==> config.mk <==
export PLATFORM = sky130hd
export DESIGN_NAME = fetch_unit
export DESIGN_NICKNAME = d
export VERILOG_FILES = /design/src/rtl/fetch_pkg.sv /design/src/rtl/fetch_queue.sv /design/src/rtl/fetch_unit.sv
export SDC_FILE = /design/constraint.sdc
export NUM_CORES = 1
export LEC_CHECK = 0
export ABC_AREA = 1
export CAP_MARGIN = 25
export CORE_UTILIZATION = 60
export CTS_CLUSTER_DIAMETER = 50
export CTS_CLUSTER_SIZE = 20
export DETAILED_ROUTE_END_ITERATION = 12
export HOLD_SLACK_MARGIN = 0.02
export PLACE_DENSITY = 0.95
export SYNTH_ARGS = -nofsm -noshare
export SYNTH_HDL_FRONTEND = slang
export SYNTH_SLANG_ARGS = --single-unit
==> constraint.sdc <==
create_clock -name clk -period 44.3 [get_ports clk]
set_input_delay 11.075 -clock clk [delete_from_list [all_inputs] [get_ports clk]]
set_output_delay 11.075 -clock clk [all_outputs]
set_load 0.02 [all_outputs]
==> src/rtl/fetch_pkg.sv <==
// Shared types and helpers for the instruction-fetch stage.
// Queue entries carry the PC at full 64-bit width; narrower PCs are zero-extended.
package fetch_pkg;

    localparam int INST_W   = 32;
    localparam int PC_STEP  = 4;
    localparam int PC_W_MAX = 64;

    typedef struct packed {
        logic [PC_W_MAX-1:0] pc;
        logic [INST_W-1:0]   inst;
    } fq_entry_t;

    // Instructions are word aligned, so redirect targets drop their low two bits.
    function automatic logic [PC_W_MAX-1:0] align_target(input logic [PC_W_MAX-1:0] target);
        return target & ~PC_W_MAX'(2'b11);
    endfunction

endpackage

==> src/rtl/fetch_queue.sv <==
// Circular FIFO of fetched {pc, instruction} pairs between fetch and decode.
// Flush empties the queue in one edge and overrides any push or pop.
module fetch_queue
    import fetch_pkg::*;
#(
    parameter  int DEPTH = 4,
    localparam int PTR_W = $clog2(DEPTH),
    localparam int CNT_W = $clog2(DEPTH) + 1
) (
    input  logic             clk,
    input  logic             reset,
    input  logic             push_i,
    input  logic             pop_i,
    input  logic             flush_i,
    input  fq_entry_t        wdata_i,
    output logic             full_o,
    output logic             empty_o,
    output logic [CNT_W-1:0] count_o,
    output fq_entry_t        head_o
);

    fq_entry_t        mem_q [DEPTH];
    logic [PTR_W-1:0] wr_ptr_q, wr_ptr_d;
    logic [PTR_W-1:0] rd_ptr_q, rd_ptr_d;
    logic [CNT_W-1:0] count_q, count_d;
    logic             push_ok, pop_ok;

    assign full_o  = (count_q == CNT_W'(DEPTH));
    assign empty_o = (count_q == '0);
    assign count_o = count_q;
    assign head_o  = mem_q[rd_ptr_q];

    always_comb begin
        pop_ok   = pop_i & ~empty_o;
        // A pop in the same cycle frees a slot, so a full queue can still accept.
        push_ok  = push_i & ~flush_i & (~full_o | pop_ok);
        wr_ptr_d = wr_ptr_q;
        rd_ptr_d = rd_ptr_q;
        count_d  = count_q;
        if (flush_i) begin
            wr_ptr_d = '0;
            rd_ptr_d = '0;
            count_d  = '0;
        end else begin
            if (push_ok) wr_ptr_d = wr_ptr_q + 1'b1;
            if (pop_ok)  rd_ptr_d = rd_ptr_q + 1'b1;
            count_d = count_q + CNT_W'(push_ok) - CNT_W'(pop_ok);
        end
    end

    always_ff @(posedge clk or posedge reset) begin
        if (reset) begin
            wr_ptr_q <= '0;
            rd_ptr_q <= '0;
            count_q  <= '0;
        end else begin
            wr_ptr_q <= wr_ptr_d;
            rd_ptr_q <= rd_ptr_d;
            count_q  <= count_d;
        end
    end

    always_ff @(posedge clk or posedge reset) begin
        if (reset) begin
            for (int i = 0; i < DEPTH; i++) mem_q[i] <= '0;
        end else if (push_ok) begin
            mem_q[wr_ptr_q] <= wdata_i;
        end
    end

endmodule

==> src/rtl/fetch_unit.sv <==
// Instruction-fetch stage: owns the PC, samples the instruction cache and
// queues {pc, instruction} pairs for decode; redirects flush and refetch.
module fetch_unit
    import fetch_pkg::*;
#(
    parameter int              PC_W     = 64,
    parameter logic [PC_W-1:0] RESET_PC = '0,
    parameter int              FQ_DEPTH = 4
) (
    input  logic                        clk,
    input  logic                        reset,
    input  logic                        fetch_en,
    output logic [PC_W-1:0]             imem_addr,
    input  logic [INST_W-1:0]           imem_data,
    input  logic                        redirect_valid,
    input  logic [PC_W-1:0]             redirect_pc,
    output logic                        dec_valid,
    input  logic                        dec_ready,
    output logic [INST_W-1:0]           dec_inst,
    output logic [PC_W-1:0]             dec_pc,
    output logic [$clog2(FQ_DEPTH):0]   fq_count
);

    logic [PC_W-1:0]     pc_q, pc_d;
    logic [PC_W_MAX-1:0] target_ext;
    logic                push, pop, full, empty;
    fq_entry_t           wr_entry, head;

    assign imem_addr = pc_q;
    assign dec_valid = ~empty;
    assign pop       = dec_valid & dec_ready;
    // Redirect outranks fetch: nothing from the stale path enters the queue.
    assign push      = fetch_en & ~redirect_valid & (~full | pop);
    assign dec_inst  = head.inst;
    assign dec_pc    = head.pc[PC_W-1:0];

    always_comb begin
        target_ext                = '0;
        target_ext[PC_W-1:0]      = redirect_pc;
        wr_entry                  = '0;
        wr_entry.pc[PC_W-1:0]     = pc_q;
        wr_entry.inst             = imem_data;
        pc_d                      = pc_q;
        if (redirect_valid) begin
            pc_d = PC_W'(align_target(target_ext));
        end else if (push) begin
            pc_d = pc_q + PC_W'(PC_STEP);
        end
    end

    always_ff @(posedge clk or posedge reset) begin
        if (reset) pc_q <= RESET_PC;
        else       pc_q <= pc_d;
    end

    fetch_queue #(
        .DEPTH (FQ_DEPTH)
    ) u_queue (
        .clk     (clk),
        .reset   (reset),
        .push_i  (push),
        .pop_i   (pop),
        .flush_i (redirect_valid),
        .wdata_i (wr_entry),
        .full_o  (full),
        .empty_o (empty),
        .count_o (fq_count),
        .head_o  (head)
    );

endmodule

* Word level (Yosys, flattened, before mapping)
Cells that the tools add are included.
** Storage, ports and cells
- Bits in registers :: 455
- Input port bits :: 101
- Output and inout bits :: 164
- Word-level logic and storage cells :: 52
** Operators by class
- Add/subtract/negate cells :: 5
- $lt $le $gt $ge :: 3
- Equal/unequal tests :: 1
- Multiplexer cells :: 13
- Bitwise operators :: 13
- Reductions and logical operators :: 5
** Operators with widths (number)
- bitwise mux 384 bit :: 1
- two-way mux 96 bit :: 3
- binary-select mux 96 bit (select 2 bit) :: 1
- demux 96 bit (select 2 bit) :: 1
- two-way mux 64 bit :: 2
- adder 64 x 3 -> 64 bit (second input constant) :: 1
- two-way mux 2 bit :: 4
- AND 1 bit :: 6
- >= comparator 3 bit (second input constant) :: 2
- NOT 2 -> 3 bit :: 2
- nonzero test 2 bit :: 3
- adder 2 x 1 -> 2 bit (second input constant) :: 2
- adder 3 x 1 -> 3 bit :: 1
- == test 3 bit (second input constant) :: 1
- logical NOT 3 bit :: 1
- < comparator 3 x 1 -> 1 bit (second input constant) :: 1
- two-way mux 3 bit :: 1
- NOT 1 bit :: 3
- subtractor 3 x 1 -> 3 bit :: 1
- bitwise OR 1 bit :: 2
- logical AND 1 bit :: 1

* Depth between registers and ports, before layout
Gate-level depths: netlist of run 1.
- Depth in word-level cells :: 10
- Depth in mapped cells :: 12
- Depth with buffers taken out :: 11

* Hierarchy
Synthesis of run 1 repeated with hierarchy kept, for this count alone.
** Second synthesis, totals
- Cells, all modules :: 3128
- Area total of the unflattened synthesis :: 23784.1 µm²
** Modules (own cells, without submodules)
- fetch_queue :: instances 1, cells each 2308, area each 18931.9 µm², seq. area each 9784.4 µm²
- fetch_unit :: instances 1, cells each 820, area each 4852.2 µm², seq. area each 1551.5 µm²

* Worst setup path after synthesis of run 1
OpenSTA, ideal clock, no wires.
- Path kind :: input to register
- Start :: in redirect_valid
- End :: reg u_queue.count_q[2], in the netlist u_queue.count_o[2]
- Library setup time :: 0.124 ns
- Arrival :: 12.645 ns
- Data required time :: 44.176 ns
- Path slack :: 31.531 ns
- Cell stages on the path :: 11
- Path buffers :: 3
- Cells stage by stage :: buf_2 clkinv_4 nand3_4 inv_4 buf_4 buf_2 ha_1 inv_1 fa_1 o21ai_0 a21oi_1
** Between the ends
- Cells in the longest elaborated chain, start to end :: 8
** RTL lines
- start: declaration :: line fetch_unit.sv:15 : input logic redirect_valid,
- NOT 1 bit :: line fetch_queue.sv:36, fetch_unit.sv:33
- AND 1 bit (2 in a row) :: line fetch_unit.sv:33 : assign push = fetch_en & ~redirect_valid & (~full | pop);
- AND 1 bit (2 in a row) :: line fetch_queue.sv:36 : push_ok = push_i & ~flush_i & (~full_o | pop_ok);
- adder 3 x 1 -> 3 bit :: line fetch_queue.sv:47 : count_d = count_q + CNT_W'(push_ok) - CNT_W'(pop_ok);
- subtractor 3 x 1 -> 3 bit :: line fetch_queue.sv:47
- two-way mux 3 bit (*) :: line fetch_queue.sv:40 : if (flush_i) begin
- net u_queue.count_d[2] :: line fetch_queue.sv:25 : logic [CNT_W-1:0] count_q, count_d;
- end signal: assignment :: line fetch_queue.sv:59 : count_q <= count_d;
- end: declaration :: line fetch_queue.sv:25
The timed path passes the listed nets; every way through them passes the cells marked *.
A chain may end at the register's enable or synchronous reset.

* Worst setup path in the final report of run 1
- Start :: reg u_queue.rd_ptr_q[0]
- End :: out dec_pc[25]
** Between the ends
- Cells in the longest elaborated chain, start to end :: 4
** RTL lines
- start: declaration :: line fetch_queue.sv:24 : logic [PTR_W-1:0] rd_ptr_q, rd_ptr_d;
- start signal: assignment :: line fetch_queue.sv:58 : rd_ptr_q <= rd_ptr_d;
- NOT 2 -> 3 bit (not written as such) :: line fetch_queue.sv:31 : assign head_o = mem_q[rd_ptr_q];
- binary-select mux 96 bit (select 2 bit) :: line fetch_queue.sv:31
- two-way mux 96 bit (not written as such) (2 in a row) :: line fetch_queue.sv:31
- end: declaration :: line fetch_unit.sv:20 : output logic [PC_W-1:0] dec_pc,
No other way between the ends. The select of a mux whose other input is x is not followed.

==> results of run 1 <==
-- flip-flops by register name (all words and copies together) (netlist names) --
signal / cells
u_queue.mem_q: 376
imem_addr: 62
u_queue.count_o: 3
u_queue.rd_ptr_q: 2
u_queue.wr_ptr_q: 2
-- cell families after synthesis --
kind of cell / share of synthesized area [%]
DFF: 52.52
and+or+nand+nor: 19.98
buffers and inverters: 6.957
xor gates and xnor gates: 0.9914
AOI/OAI and AO/OA: 19.03
adders and majority gates: 0.5075
other: 0.01769
-- layer usage --
| metal | routed length [um] | global-route usage (%) | vias to the layer above |
|---|---|---|---|
| met2 | 30930 | 56.68 | 1347 |
| met5 | 0 | 0 | - |
| met1 | 25540 | 49.15 | 9726 |
| li1 | - | - | 8945 |
| met4 | 2679 | 14.58 | 0 |
| met3 | 6864 | 5.829 | 199 |
-- layout make-up --
| class | instances | area, sq um |
|---|---|---|
| Tap cell | 455 | 569.3 |
| Sequential cell | 445 | 11140 |
| Fill cell | 2436 | 9278 |
| Multi-Input combinational cell | 1854 | 8638 |
| Clock inverter | 31 | 385.4 |
| Clock buffer | 45 | 1104 |
| Inverter | 164 | 633.1 |
| Timing Repair Buffer | 277 | 2880 |
-- worst max-delay path, stage by stage (launching register included) --
cell and delay [ps]:
dfrtp_4 590, inv_4 640, buf_4 510, buf_16 310, o21ai_0 170, o22ai_1 360, clkdlybuf4s50_1 690
-- power by group through the flow --
stage | Clock [mW] | Combinational (mW) | Sequential, mW
after detailed placement | 0 | 0.579 | 0.640
final | 0.383 | 0.596 | 0.643
after CTS | 0.384 | 0.587 | 0.636
after global placement | 0 | 0.558 | 0.630
after global routing | 0.400 | 0.645 | 0.655
after floorplan | 0 | 0.343 | 0.625
-- placed cells by master, fill, tap and decap left out, types with 3 or more instances in the layout --
master	count
dfrtp_1	443
nand2_1	650
o211ai_1	8
clkinv_8	8
clkdlybuf4s50_1	257
nand4_1	11
nor2_4	4
inv_2	4
buf_16	8
nor2_2	5
o21ai_0	589
conb_1	4
clkbuf_16	43
ha_1	7
nand3_1	56
o21bai_1	16
o22ai_1	94
nand2_8	4
nor2_1	306
clkinv_2	4
nand2_4	4
clkinvlp_4	4
inv_12	3
inv_6	5
xor2_1	24
o21ai_1	46
buf_4	11
inv_8	4
inv_1	156
o221ai_1	4
nand2_2	9
-- worst paths after layout --
check                               startpoint                  to  slack (ps)  cells after the start
max                        u_queue.rd_ptr_q[0]          dec_pc[25]       29290                      6
min                         u_queue.mem_q[230]  u_queue.mem_q[230]         480                      2
max reg2reg                 u_queue.count_o[1]  u_queue.mem_q[275]       41200                      7
min reg2reg                 u_queue.mem_q[230]  u_queue.mem_q[230]         480                      2
max in group asynchronous                reset    u_queue.mem_q[4]       31650                      4
min in group asynchronous                reset   u_queue.mem_q[26]       10970                      2
==> flow_metrics.env, run 1 <==
export IMPL_maxSlewHeadroom_pct=38.03
export IMPL_combPwrFrac_pct=36.7
export IMPL_grt_usage_pct=35.73
export IMPL_design_area_sq_um=25350
export IMPL_ys_ff_latch=445
export IMPL_slew_viol_final=0
export IMPL_synth_ff_type="dfrtp_1"
export IMPL_clock_sinks=445
export IMPL_postCtsHoldBufs=0
export IMPL_cts_tree="yes"
export IMPL_drc=0
export IMPL_synth_edf_count=0
export IMPL_routed_wl_um=66020
export IMPL_yosys_cell_types_count=37
export IMPL_postSynth_asyncResetShare_pct=100.0
export IMPL_worst_slack_ps=29290
export IMPL_antenna_found_initial=0
export IMPL_syn2layout_area_growth_pct=19.56
export IMPL_tightest_slew_ps=929.6
export IMPL_synth_top_area_share_pct=52.52
export IMPL_powerDensity_nw_per_um2=64.02
export IMPL_htreeDepth=2
export IMPL_placed_cell_area_sq_um=23640
export IMPL_core_region_area_sq_um=34630
export IMPL_grt_pass1_wl_um=101300
export IMPL_dpl_cell_count=3187
export IMPL_post_drt_wl_per_cell_um=20.18
export IMPL_ant_nets=0
export IMPL_yosysWarnings=0
export IMPL_skew_ps=39.29
export IMPL_root_buffer="clkbuf_16"
export IMPL_cts_buffer_depth=3
export IMPL_fmax_ghz=0.06662
export IMPL_grt_pass1_vias=19200
export IMPL_worst_ep_required_time_ps=33230
export IMPL_worstPathMaxFanout=79
export IMPL_finalNonFillerCells=3271
export IMPL_routed_via_density=6.181
export IMPL_die_width_um=190.0
export IMPL_synth_top_cell_by_area="dfrtp_1"
export IMPL_hold_ws_ps=482.3
export IMPL_p_seq_share_pct=39.6
export IMPL_vias=20220
export IMPL_avgSynthCellArea_sq_um=8.080
export IMPL_vdd_drop_max_mv=0.04825
export IMPL_cts_resized=0
export IMPL_synthTopCellsByCount="nand2_1 (650), o21ai_0 (589), dfrtp_1 (445), nor2_1 (306), inv_1 (158)"
export IMPL_cp_arrival_ps=3940
export IMPL_port_buffers=258
export IMPL_place_ws_ps=29810
export IMPL_synthCells=2624
export IMPL_hp_class="reg2reg"
export IMPL_tns_ps=0
export IMPL_synth_area_leaders="dfrtp_1 (53%), o21ai_0 (14%), nand2_1 (12%), nor2_1 (5.4%), inv_1 (2.8%)"
export IMPL_dr_first_iter_drc_count=2450
export IMPL_p_total_mw=1.623
export IMPL_layout_min_cycle_time_ps=15010
export IMPL_cts_setup_buffers=0
export IMPL_ys_seq_area_share_pct=52.52
export IMPL_final_setup_viol_count=0
export IMPL_utilization_pct=73.21
export IMPL_swShare_pct=39.38
export IMPL_die_area_sq_um=36090
export IMPL_p_leak_nw=11.66
export IMPL_nets=2893
export IMPL_cts_buffers=42
export IMPL_pin_count=265
export IMPL_initial_utilization_pct=61.23
export IMPL_finalCritPeriodShare_pct=33.88
export IMPL_run_status="complete, no violations"
export IMPL_hpwl_um=40580
export IMPL_n_antenna_cell=0
export IMPL_critPathLaunchType="register"
export IMPL_place_congestion=0.9950
export IMPL_p_int_uw=983.8
export IMPL_maxCapViolCount=0
export IMPL_grt_start_max_net_pins=189
export IMPL_p_clk_share_pct=23.6
export IMPL_insertion_delay_ps=570
export IMPL_critPathKind="reg2out"
export IMPL_path_clk_slew_ps=70
export IMPL_fp_dieH_um=190.0
export IMPL_rsz0062_at_grt="false"
export IMPL_syn_cell_area_sq_um=21200
export IMPL_drive_gt1_share_pct=4.901
export IMPL_overflow=0
export IMPL_p_switching_uw=639.1
export IMPL_hold_viol_final=0
export IMPL_num_rows=68
export IMPL_yosysMostFrequentCell="nand2_1"
export IMPL_critPathCaptureType="output port"
export IMPL_dr_pass1_iters=6
(Power assumes the default switching activity.)
==> run 2: changes to the inputs <==
CORE_UTILIZATION = 56   (was 60)
PLACE_DENSITY = 0.91   (was 0.95)
clock period = 14.85 ns   (was 44.3 ns; I/O delays follow)
==> flow_metrics.env, run 2 (synthesis results as in run 1) <==
export IMPL_skew_ps=29.73
export IMPL_cts_buffer_depth=3
export IMPL_root_buffer="clkbuf_16"
export IMPL_finalCritPeriodShare_pct=53.21
export IMPL_final_common_cell="nand2_1"
export IMPL_combPwrFrac_pct=36.6
export IMPL_dr_pass1_iters=6
export IMPL_p_switching_mw=1.874
export IMPL_p_seq_share_pct=39.9
export IMPL_place_congestion=0.9888
export IMPL_ant_nets=0
export IMPL_cts_setup_buffers=0
export IMPL_max_flop_register="u_queue.mem_q"
export IMPL_cts_resized=0
export IMPL_drc=0
export IMPL_overflow=0
export IMPL_critPathKind="reg2out"
export IMPL_tightest_slew_ps=1116
export IMPL_p_leak_nw=11.64
export IMPL_run_status="complete, no violations"
export IMPL_routed_wl_um=63640
export IMPL_fmax_ghz=0.1266
export IMPL_die_area_sq_um=38640
export IMPL_critPathMaxStageDelay_ps=770
export IMPL_slew_viol_final=0
export IMPL_grt_pass1_wl_um=99120
export IMPL_cts_tree="yes"
export IMPL_hp_class="reg2reg"
export IMPL_rsz0062_at_grt="false"
export IMPL_grt_usage_pct=32.50
export IMPL_vias=19910
export IMPL_critPathLaunchType="register"
export IMPL_utilization_pct=68.76
export IMPL_vdd_drop_max_mv=0.1211
export IMPL_postCtsHoldBufs=0
export IMPL_largest_reg_flops=376
export IMPL_place_ws_ps=7355
export IMPL_routed_via_density=5.996
export IMPL_worst_ep_required_time_ps=11140
export IMPL_maxSlewHeadroom_pct=25.63
export IMPL_pin_count=265
export IMPL_cp_top_family="buffers and inverters"
export IMPL_swShare_pct=39.01
export IMPL_dr_first_iter_drc_count=2102
export IMPL_maxCapViolCount=0
export IMPL_clock_sinks=445
export IMPL_critPathCaptureType="output port"
export IMPL_port_buffers=258
export IMPL_num_rows=70
export IMPL_cts_buffers=41
export IMPL_grt_start_max_net_pins=189
export IMPL_syn2layout_area_growth_pct=19.86
export IMPL_htreeDepth=2
export IMPL_fp_dieH_um=196.6
export IMPL_cp_buffers_inverters=4
export IMPL_path_clk_slew_ps=70
export IMPL_post_drt_wl_per_cell_um=19.16
export IMPL_finalNonFillerCells=3321
export IMPL_hpwl_um=39420
export IMPL_layout_min_cycle_time_ps=7901
export IMPL_p_clk_share_pct=23.5
export IMPL_dpl_cell_count=3235
export IMPL_crit_slowest_cell="dfrtp_4"
export IMPL_cp_arrival_ps=4190
export IMPL_drive_gt1_share_pct=4.865
export IMPL_powerDensity_nw_per_um2=189.0
export IMPL_initial_utilization_pct=57.37
export IMPL_most_common_layout_cells="nand2_1 (650), o21ai_0 (589), dfrtp_1 (443)"
export IMPL_hold_viol_final=0
export IMPL_antenna_found_initial=0
export IMPL_tns_ps=0
export IMPL_worst_slack_ps=6949
export IMPL_insertion_delay_ps=590
export IMPL_die_width_um=196.6
export IMPL_final_setup_viol_count=0
export IMPL_worstPathMaxFanout=91
export IMPL_p_int_mw=2.930
export IMPL_grt_pass1_vias=18750
export IMPL_nets=2893
export IMPL_core_region_area_sq_um=36960
export IMPL_worstPathCellList="inv_4, buf_4, buf_16, o21ai_0, o22ai_1, clkdlybuf4s50_1"
==> run 2: cell types whose count changed in the layout (fill, tap and decap cells not counted), sizes merged <==
cell | previous run | this run
diode | 0 | 1
clkbuf | 45 | 44
clkinvlp | 4 | 5
clkinv | 14 | 10
inv | 176 | 179
buf | 20 | 21
==> run 2: final timing paths <==
kind | end | slack (ps) | cells past startpoint | from
worst max register to register | u_queue.mem_q[179] | 11860 | 8 | u_queue.count_o[1]
worst min register to register | u_queue.mem_q[249] | 480 | 2 | u_queue.mem_q[249]
max in group asynchronous | u_queue.mem_q[163] | 9430 | 6 | reset
worst min-delay path | u_queue.mem_q[249] | 480 | 2 | u_queue.mem_q[249]
min in group asynchronous | u_queue.mem_q[215] | 3350 | 2 | reset
worst max-delay path | dec_pc[36] | 6950 | 6 | u_queue.rd_ptr_q[0]
==> run 2: final cells by class <==
cell class	count	area, sq um
Fill cell	2778	11550
Sequential cell	445	11140
Multi-Input combinational cell	1854	8638
Timing Repair Buffer	278	2918
Clock buffer	44	1080
Tap cell	504	630.6
Inverter	164	629.4
Clock inverter	31	375.4
Antenna cell	1	2.502
==> run 2: power by group through the flow <==
stage          clock, mW  sequential, mW  combinational, mW
2_1_floorplan          0            1.86               1.02
4_1_cts             1.14            1.90               1.73
5_1_grt             1.18            1.96               1.91
6_report            1.13            1.92               1.76
3_3_place_gp           0            1.89               1.66
3_5_place_dp           0            1.92               1.72
==> run 2: routing by layer <==
layer | global-route usage (%) | vias to the layer above | routed length (um)
li1 | - | 8960 | -
met3 | 5.749 | 179 | 6423
met2 | 51.33 | 1210 | 29230
met1 | 44.13 | 9565 | 25270
met5 | 0 | - | 0
met4 | 14.64 | 0 | 2711
==> run 2: metrics by stage <==
step                power [mW]  cell area (sq um)  hold WS, ps
CTS                      4.773              25160        485.8
finish                   4.804              25410        483.3
global placement         3.543              23700        460.4
global route             5.057              25410        500.4
detailed placement       3.635              23700        467.7
floorplan                2.888              21220        447.8
==> run 2: worst reg2reg max path: cells and delay by family, from the launching register on <==
kind | cells | cell delay [ps]
compound gates | 1 | 120
buf+inv | 2 | 1030
flops | 1 | 440
simple gates | 5 | 1250
